`config.mk`:
```
export PLATFORM = sky130hd
export DESIGN_NAME = instr_fetch_ctrl
export DESIGN_NICKNAME = d
export VERILOG_FILES = /design/src/rtl/rv_fetch_pkg.sv /design/src/rtl/fetch_len_dec.sv /design/src/rtl/instr_fetch_ctrl.sv
export SDC_FILE = /design/constraint.sdc
export NUM_CORES = 1
export LEC_CHECK = 0
export BUFFER_PORTS_ARGS = -buffer_cell sky130_fd_sc_hd__buf_4
export CORE_MARGIN = 2
export CORE_UTILIZATION = 49
export CTS_CLUSTER_SIZE = 12
export DETAILED_ROUTE_END_ITERATION = 7
export GPL_ROUTABILITY_DRIVEN = 1
export PLACE_DENSITY = 0.83
export SLEW_MARGIN = 5
export SYNTH_ARGS = -nofsm -noshare
export SYNTH_HDL_FRONTEND = slang
export SYNTH_HIERARCHICAL = 1
export SYNTH_SLANG_ARGS = --single-unit
```
`constraint.sdc`:
```
create_clock -name clk -period 7.6 [get_ports clk]
set_clock_uncertainty 0.15 [all_clocks]
set_input_delay 1.52 -clock clk [delete_from_list [all_inputs] [get_ports clk]]
set_output_delay 1.52 -clock clk [all_outputs]
set_load 0.02 [all_outputs]
```
`src/rtl/rv_fetch_pkg.sv`:
```
// Shared fetch definitions: reset PC, instruction length encoding and controller states.
package rv_fetch_pkg;

    localparam logic [31:0] RESET_PC_DEFAULT   = 32'h0000_0000;
    localparam int unsigned IMEM_BYTES_DEFAULT = 4096;

    // Halfword opcode bits [1:0] == 2'b11 marks a 32-bit instruction; anything else is RVC.
    localparam logic [1:0] OPC_LEN32 = 2'b11;
    localparam logic [2:0] LEN_C     = 3'd2;
    localparam logic [2:0] LEN_32    = 3'd4;

    typedef enum logic {StBoot, StRun} fetch_state_t;

endpackage

```
`src/rtl/fetch_len_dec.sv`:
```
// Instruction length decode from the low two opcode bits of the first halfword.
module fetch_len_dec
    import rv_fetch_pkg::*;
(
    input  logic [1:0] opc_i,
    output logic       is_c_o,
    output logic [2:0] len_o
);

    always_comb begin
        is_c_o = (opc_i != OPC_LEN32);
        len_o  = is_c_o ? LEN_C : LEN_32;
    end

endmodule

```
`src/rtl/instr_fetch_ctrl.sv`:
```
// Fetch controller for a dual-halfword-port instruction memory; the memory output registers
// serve as the instruction register, so the controller only steers addresses and the read strobe.
module instr_fetch_ctrl
    import rv_fetch_pkg::*;
#(
    parameter logic [31:0] RESET_PC   = RESET_PC_DEFAULT,
    parameter int unsigned IMEM_BYTES = IMEM_BYTES_DEFAULT
) (
    input  logic        clk,
    input  logic        rst_n,
    input  logic        redirect_valid,
    input  logic [31:0] redirect_pc,
    output logic        instr_valid,
    input  logic        instr_ready,
    output logic [31:0] instr,
    output logic [31:0] instr_pc,
    output logic        instr_is_c,
    output logic        instr_fault,
    output logic        redirect_misal,
    output logic [31:0] fetch_count,
    output logic [31:0] mem_addr1,
    output logic [31:0] mem_addr2,
    output logic        mem_renable,
    input  logic [15:0] mem_rdata1,
    input  logic [15:0] mem_rdata2
);

    fetch_state_t state_q, state_d;
    logic [31:0]  pc_q, pc_d;
    logic         vld_q, vld_d;
    logic [31:0]  fetch_count_q;
    logic         misal_q;

    logic         is_c;
    logic [2:0]   len;
    logic         fire;
    logic         renable;
    logic [31:0]  redir_addr;
    logic [31:0]  pc_hi;
    logic [31:0]  imem_lim;

    fetch_len_dec u_len_dec (
        .opc_i  (mem_rdata1[1:0]),
        .is_c_o (is_c),
        .len_o  (len)
    );

    assign fire       = vld_q & instr_ready & ~redirect_valid;
    assign redir_addr = {redirect_pc[31:1], 1'b0};
    assign pc_hi      = pc_q + 32'd2;
    assign imem_lim   = 32'(IMEM_BYTES);

    always_comb begin
        state_d   = state_q;
        pc_d      = pc_q;
        vld_d     = vld_q;
        renable   = 1'b0;
        mem_addr1 = pc_q;
        if (redirect_valid) begin
            // Redirect wins in every state, including the boot fetch.
            state_d   = StRun;
            renable   = 1'b1;
            mem_addr1 = redir_addr;
            pc_d      = redir_addr;
            vld_d     = 1'b1;
        end else if (state_q == StBoot) begin
            state_d   = StRun;
            renable   = 1'b1;
            mem_addr1 = RESET_PC;
            pc_d      = RESET_PC;
            vld_d     = 1'b1;
        end else if (fire) begin
            renable   = 1'b1;
            mem_addr1 = pc_q + 32'(len);
            pc_d      = mem_addr1;
            vld_d     = 1'b1;
        end
    end

    always_ff @(posedge clk or negedge rst_n) begin
        if (!rst_n) begin
            state_q       <= StBoot;
            pc_q          <= RESET_PC;
            vld_q         <= 1'b0;
            fetch_count_q <= 32'd0;
            misal_q       <= 1'b0;
        end else begin
            state_q <= state_d;
            pc_q    <= pc_d;
            vld_q   <= vld_d;
            misal_q <= redirect_valid & redirect_pc[0];
            if (fire) begin
                fetch_count_q <= fetch_count_q + 32'd1;
            end
        end
    end

    // The strobe is held low throughout reset so the memory cannot load stale data.
    assign mem_renable    = renable & rst_n;
    assign mem_addr2      = mem_addr1 + 32'd2;

    assign instr_valid    = vld_q;
    assign instr_pc       = pc_q;
    assign instr_is_c     = is_c;
    assign instr          = is_c ? {16'h0000, mem_rdata1} : {mem_rdata2, mem_rdata1};
    assign instr_fault    = vld_q & ((pc_q >= imem_lim) | (~is_c & (pc_hi >= imem_lim)));
    assign redirect_misal = misal_q;
    assign fetch_count    = fetch_count_q;

endmodule
```
==> results.txt, run 1 <==
----------------------------------------------------
[Outcome]
  Outcome ... complete, no violations

[Synthesis]
  Warning count from the yosys run ... 6
  Post-synthesis average cell area ... 8.98 µm²
  Most frequently used flop master after synthesis ... dfrtp_1
  Post-synthesis cell area ... 5060 µm²
  Gate count of the mapped netlist ... approximately 560
  Syn Nets ... 637
  EDFF count, synth ... 0
  Flops & latches, synth ... 67
  Post-synthesis sequential area ratio ... 33.2%
  Proportion of synthesized flip-flops having asynchronous set or reset ... 100%
  Unique cell type count in the Yosys netlist ... 80

[Power and ir drop]
  Total power consumption of the routed design ... ~1.1 mW
  Leakage power figure ... 3.04 nW
  Total power density per cell area ... 157 nW/µm²
  Max IR drop VDD ... 0.0952 mV

[Layout]
  Area of the multi-input gates ... 3090 µm²
  Area growth from synthesis to final layout ... 33.2%
  Sequential cell area ... around 1700 µm²
  ANT cells ... 0
  Filler cell count in the final layout ... 857
  Final core utilization ... 66.2%
  Share of cells above drive strength 1 ... 34.8%
  Final-stage net count ... 816

[STA]
  RSZ-0062 raised after global routing ... no
  Final period demand of the worst path ... 6.55 ns
  Highest attainable clock frequency ... 0.153 GHz
  Final count of negative-setup-slack endpoints ... 0
  Final number of hold-violating endpoints ... 0
  Hold slack ... 0.342 ns
  Crit share post-route ... 86.1%
  Relative slew slack ... 43.0%
  Worst-margin pin slew ... 0.855 ns
  Final Max Tran Viols ... 0
  Sum Neg Setup Slack ... 0 ns
  Setup WS post-layout ... 1.05 ns

[Drt]
  Drt pass-1 iters ... 5
  Routed via count ... around 5,200
  WL per Instance ... 18.0 µm
  Drt initial violations ... 395
  Detailed-route DRC error count ... 0
  Vias per inst ... 5.92
  WL final ... between 15 and 20 mm
  Number of routed nets with antenna violations ... 0

[Setup path]
  Critical path launch point type ... input port
  Worst-path cell chain ... buf_4 > nand2_1 > inv_1 > fa_1 > nand2b_1 > a211oi_1 > nand4b_1 > a31o_2 > a221oi_4 > nand3_2 > nor3b_1 > xor2_1 > buf_4
  Launching point of the worst reg2reg path ... instr_pc[1]$_DFF_PN0_
  Largest incremental delay on the critical path ... ~0.49 ns
  CP Data Required Time ... between 5 and 6 ns
  Worst path arrival time ... 4.88 ns
  Type of destination of the critical path ... output pin
  Timing startpoint of the critical path ... mem_rdata1[0]
  Cell seen most often among critical-path stages ... buf_4
  Slowest cell on crit path ... a211oi_1
  Maximum fanout encountered on the critical timing path ... 8
  Start-to-end type of the worst setup path ... in2out

[CTS]
  Post-CTS clock slew at the launch and capture registers of the worst setup and hold paths ... around 0.080 ns
  Worst-Skew Late Latency ... roughly 0.34 ns
  Clock tree from TritonCTS ... yes
  Cts bufs inserted ... 9
  Maximum buffer depth of the clock tree ... 2
  Total of cells resized after clock tree synthesis ... 0
  Root buffer selected by CTS ... clkbuf_8
  Depth of the CTS H-tree ... 3
  Clock net sink count ... 67
  Post-CTS Hold Buffers ... 0
  Post-CTS setup buffers ... 0

[Placement]
  Placed wire-length estimate ... 12.0 mm
  Worst slack at placement ... 1.20 ns
  Final estimated routing congestion in global placement ... 0.945
  Port Buffer Count ... around 200

[Floorplanning]
  Initial cell density of the core ... 49.7%
  Number of I/O pins ... 233
  FP Rows ... 37
  Core box area ... 10,200 µm²
  Area of the die ... ~11,000 µm²
  Die Height ... 106 µm
  Die Wd ... about 110 µm

[Global routing]
  Global-route wire length before repair ... around 25 mm
  Overall overflow remaining after global route ... 0
  Initial antenna violation count ... 0
  Maximum number of pins on one net before global-route repair ... 69
  Total global-route track usage ... 28.1%
  Via count of the first global-routing pass ... around 5,000

[Run]
  Max-cap check violation count ... 0

[Worst hold path]
  HP Class ... reg2reg
  Min-delay src ... fetch_count[31]$_DFFE_PN0P_

----------------------------------------------------
-- path summary, 6_finish.rpt --
kind	end	depth (start not counted)	slack (ns)
min in group asynchronous	fetch_count[6]$_DFFE_PN0P_	1	1.13
max	mem_addr2[22]	13	1.05
min reg2reg	fetch_count[31]$_DFFE_PN0P_	1	0.34
max reg2reg	instr_pc[26]$_DFF_PN0_	9	4.61
min	fetch_count[31]$_DFFE_PN0P_	1	0.34
max in group asynchronous	instr_pc[25]$_DFF_PN0_	1	5.60
-- stage by stage --
stage                     area (µm²)  instances
after floorplan                 5060        563
after global placement          6550        867
after detailed placement        6550        867
after CTS                       6740        883
after global routing            6740        883
final                           6740        883
-- report_power, final --
group          leakage (nW)  switching, mW  internal, mW  total, mW
combinational          2.08          0.193         0.143      0.336
clock                0.0855          0.161         0.130      0.292
sequential            0.874         0.0489         0.384      0.433
total                  3.04          0.403         0.657       1.06
-- layout by cell type, fill, tap and decap left out, types with 4 or more instances in the layout --
master and count:
a21oi_1 16, a31oi_1 5, and2_1 10, and3_1 16, and4_1 7, buf_4 208, clkbuf_8 10, dfrtp_1 67
ha_1 5, inv_1 14, mux2i_1 5, nand2_1 65, nand2b_1 5, nand3_1 40, nand4_1 19, nor2_1 21
nor2b_1 18, nor3_1 7, nor4_1 13, nor4_2 4, o211ai_1 4, o21ai_0 20, o31a_1 4, xnor2_1 53
xor2_1 24
-- state kept, by name (all words and copies together), names as in the netlist --
signal,cells
instr_valid,1
instr_pc,32
redirect_misal,1
fetch_count,32
state_q,1
-- per-layer routing --
metal	wire [µm]	track usage, %
met1	6650	36.4
met2	7810	47.2
met3	1020	4.14
met4	431	11.1
met5	0	0
-- logic make-up after synthesis --
logic type	Yosys count	synth area share (%)
muxes	7	1.43
and+or+nand+nor	261	31.1
AOI/OAI and AO/OA	88	13.3
DFF	67	33.2
xor gates and xnor gates	77	13.3
other	2	0.148
adders and majority gates	6	1.63
buffers and inverters	55	5.84
-- critical path: cells and delay by family --
family / cells / cell delay, ns
fa+ha+maj: 1 / 0.43
simple gates: 5 / 1.13
buf+inv: 3 / 0.35
xor+xnor: 1 / 0.24
compound gates: 3 / 1.20
-- synth_stat cells (all sizes together) (4+ instances only) --
master | number | area share (%)
dfrtp | 67 | 33
nand2 | 65 | 4.8
xnor2 | 53 | 9.2
nand3 | 44 | 4.9
buf | 30 | 4.0
xor2 | 24 | 4.2
nand4 | 21 | 2.8
nor2 | 21 | 1.6
o21ai | 21 | 2.1
nor4 | 19 | 3.4
nor2b | 18 | 2.2
a21oi | 16 | 1.6
and3 | 16 | 2.0
inv | 14 | 1.0
and2 | 11 | 1.4
clkbuf | 10 | 0.74
nor3 | 10 | 1.3
and4 | 7 | 1.2
a31oi | 5 | 0.62
ha | 5 | 1.2
mux2i | 5 | 0.99
nand2b | 5 | 0.62
a211oi | 4 | 0.79
nor4b | 4 | 1.1
o211ai | 4 | 0.59
o31a | 4 | 0.69
o31ai | 4 | 1.2
-- area by class of cell --
| type | count | share of cell area [%] |
|---|---|---|
| flip-flops and latches | 67 | 24.9 |
| clock inverters | 6 | 0.724 |
| repair buffers | 208 | 23.2 |
| multi-input cells | 441 | 45.8 |
| well taps | 136 | 2.53 |
| inverters | 15 | 0.854 |
| clock buffers | 10 | 2.04 |
No activity file was read; power rests on OpenSTA's default activity.
==> run 2, diff against run 1 <==
ABC_AREA = 1   (was not set)
PLACE_DENSITY = 0.81   (was 0.83)
==> run 2 against run 1 <==
Net effect: sequential share of layout area shrank 3.1 points; cell count grew 41%; flip-flop and latch count is the same; combinational power grew 4%; synthesized area grew 17%; first-iteration DRC count grew 45%; total power grew 15%.
==> results.txt, run 2 <==
----------------------------------------------------
[Layout]
  Share of cells above drive strength 1 ... 27.7% (-7.1 points)
  Area growth from synthesis to final layout ... 30.7%
  ANT cells ... 0 (unchanged)
  Highest-count cells in the layout ignoring fill and taps ... nand2_1, buf_4, nor2_1
  Final-stage net count ... 1,163 (+43%)
  Commonest non-fill, non-tap cell in the layout ... nand2_1

[Floorplanning]
  Core box area ... 11,900 µm² (+16%)
  Area of the die ... 12,900 µm² (+16%)
  Initial cell density of the core ... 49.7% (about the same)
  Die Height ... 114 µm (+7.6%)
  FP Rows ... 40 (+8.1%)
  Number of I/O pins ... 233 (unchanged)
  Die Wd ... 114 µm (+7.6%)

[CTS]
  Clock net sink count ... 67 (unchanged)
  Post-CTS setup buffers ... 0 (unchanged)
  Clock tree from TritonCTS ... yes
  Post-CTS Hold Buffers ... 0 (unchanged)
  Depth of the CTS H-tree ... 3 (unchanged)
  Cts bufs inserted ... 9 (unchanged)
  Post-CTS clock slew at the launch and capture registers of the worst setup and hold paths ... 0.06 ns (-0.02 ns)
  Total of cells resized after clock tree synthesis ... 0 (unchanged)
  Maximum buffer depth of the clock tree ... 2 (unchanged)
  Worst-Skew Late Latency ... 0.34 ns (about the same)
  Root buffer selected by CTS ... clkbuf_16

[Synthesis]
  Most frequent cells after synthesis ... nand2_1, nor2_1, inv_1
  EDFF count, synth ... 0 (unchanged)
  Biggest area consumer among synthesized cells ... dfrtp_1
  Warning count from the yosys run ... 6 (unchanged)
  Most numerous cell in the Yosys netlist ... nand2_1
  Flops & latches, synth ... 67 (unchanged)
  Syn Nets ... 978 (+54%)
  Unique cell type count in the Yosys netlist ... 46 (-43%)
  Post-synthesis average cell area ... 6.52 µm² (-27%)
  Biggest area contributors in the synthesized netlist ... dfrtp_1, nand2_1, nor2_1
  Post-synthesis cell area ... 5890 µm² (+17%)
  Most frequently used flop master after synthesis ... dfrtp_1
  Post-synthesis sequential area ratio ... 28.5% (-4.7 points)
  Post-synth top area share ... 28.5% (-4.7 points)
  Proportion of synthesized flip-flops having asynchronous set or reset ... 100% (unchanged)
  Gate count of the mapped netlist ... 904 (+61%)

[Global routing]
  Maximum number of pins on one net before global-route repair ... 67 (-2.9%)
  Overall overflow remaining after global route ... 0 (unchanged)
  Global-route wire length before repair ... 32.1 mm (+27%)
  Initial antenna violation count ... 0 (unchanged)
  Total global-route track usage ... 31.8% (+3.7 points)
  Via count of the first global-routing pass ... 6,130 (+23%)

[STA]
  RSZ-0062 raised after global routing ... no
  Final count of negative-setup-slack endpoints ... 0 (unchanged)
  Crit share post-route ... 82.8% (-3.3 points)
  Hold slack ... 0.331 ns (-0.0105 ns)
  Sum Neg Setup Slack ... 0 ns (unchanged)
  Highest attainable clock frequency ... 0.159 GHz (+4.0%)
  Final Max Tran Viols ... 0 (unchanged)
  Worst-margin pin slew ... 0.913 ns (+0.0588 ns)
  Final period demand of the worst path ... 6.30 ns (-0.250 ns)
  Final number of hold-violating endpoints ... 0 (unchanged)
  Relative slew slack ... 38.5% (-4.6 points)

[Setup path]
  Type of destination of the critical path ... output pin
  Start-to-end type of the worst setup path ... in2out
  Critical path launch point type ... input port
  Maximum fanout encountered on the critical timing path ... 32 (+24)
  Worst path arrival time ... 4.63 ns (-0.25 ns)
  CP Data Required Time ... 5.93 ns (about the same)

[Drt]
  Routed via count ... 6,520 (+25%)
  Vias per inst ... 5.25 (-11%)
  Drt initial violations ... 571 (+45%)
  Drt pass-1 iters ... 6 (+1)
  Number of routed nets with antenna violations ... 0 (unchanged)
  WL final ... 20.6 mm (+30%)
  WL per Instance ... 16.6 µm (-7.8%)
  Detailed-route DRC error count ... 0 (unchanged)

[Power and ir drop]
  Max IR drop VDD ... 0.103 mV (+8.5%)
  Leakage power figure ... 3.95 nW (+30%)
  Total power density per cell area ... 158 nW/µm² (+0.27%)

[Worst hold path]
  HP Class ... reg2reg

[Placement]
  Port Buffer Count ... 204 (unchanged)
  Placed wire-length estimate ... 16.2 mm (+35%)
  Final estimated routing congestion in global placement ... 1.01 (+6.8%)

[Run]
  Max-cap check violation count ... 0 (unchanged)

[Outcome]
  Outcome ... complete, no violations

----------------------------------------------------
run 2: power by group:
group | leakage, nW | switching [mW] | internal [mW]
combinational | 2.96 | 0.214 | 0.135
sequential | 0.845 | 0.0509 | 0.383
clock | 0.147 | 0.177 | 0.256
total | 3.95 | 0.442 | 0.774
run 2: layout make-up:
class                           instances  area, µm²
Multi-Input combinational cell        685       3550
Fill cell                            1095       4160
Timing Repair Buffer                  205       1540
Tap cell                              147        184
Sequential cell                        67       1680
Clock inverter                          7       73.8
Inverter                              121        454
Clock buffer                            9        225
run 2: kinds of logic (layout without fill, tap and decap cells):
logic type / count (synthesis) / count (layout) / share of synthesized area, %
buffers and inverters: 152 / 342 / 11.3
xor gates and xnor gates: 58 / 58 / 8.62
AOI/OAI and AO/OA: 31 / 31 / 3.46
other: 2 / 2 / 0.127
and+or+nand+nor: 588 / 588 / 46.7
adders and majority gates: 6 / 6 / 1.40
DFF: 67 / 67 / 28.5
run 2: critical path, stage by stage:
cell and delay [ns]:
buf_4 0.24, inv_2 0.16, nand2_2 0.13, inv_2 0.48, o211ai_1 0.17, o21ai_1 0.44, ha_1 0.33, nand3_1 0.17
nor2_4 0.20, nand2_2 0.12, nor2_4 0.21, nand2_4 0.08, o21bai_1 0.13, nand2_1 0.08, buf_4 0.16
run 2: final timing paths:
path | start | to | slack (ns) | cells past startpoint
worst max-delay path | redirect_valid | mem_addr2[19] | 1.30 | 15
worst min-delay path | fetch_count[31]$_DFFE_PN0P_ | fetch_count[31]$_DFFE_PN0P_ | 0.33 | 1
worst max register to register | instr_pc[16]$_DFF_PN0_ | instr_pc[31]$_DFF_PN0_ | 5.04 | 7
worst min register to register | fetch_count[31]$_DFFE_PN0P_ | fetch_count[31]$_DFFE_PN0P_ | 0.33 | 1
max in group asynchronous | rst_n | instr_pc[18]$_DFF_PN0_ | 5.49 | 2
min in group asynchronous | rst_n | fetch_count[31]$_DFFE_PN0P_ | 0.81 | 1
run 2: metal layers:
layer	GRT usage (%)	share of wire [%]	vias to the layer above
met1	43.5	42	2994
met5	0	0	-
met2	51.0	47	308
met4	11.5	2.5	0
li1	-	-	3176
met3	5.42	8.5	42
run 2: per-stage QoR:
stage	instances	total power, mW	utilization [%]	area, µm²	worst slack, ns
after CTS	1241	1.22	65.0	7700	1.29
after detailed placement	1225	0.784	62.4	7410	1.33
after floorplan	904	0.632	-	5890	1.82
after global placement	1225	0.783	62.4	7410	1.36
after global routing	1241	1.26	65.0	7700	0.892
final	1241	1.22	65.0	7700	1.30
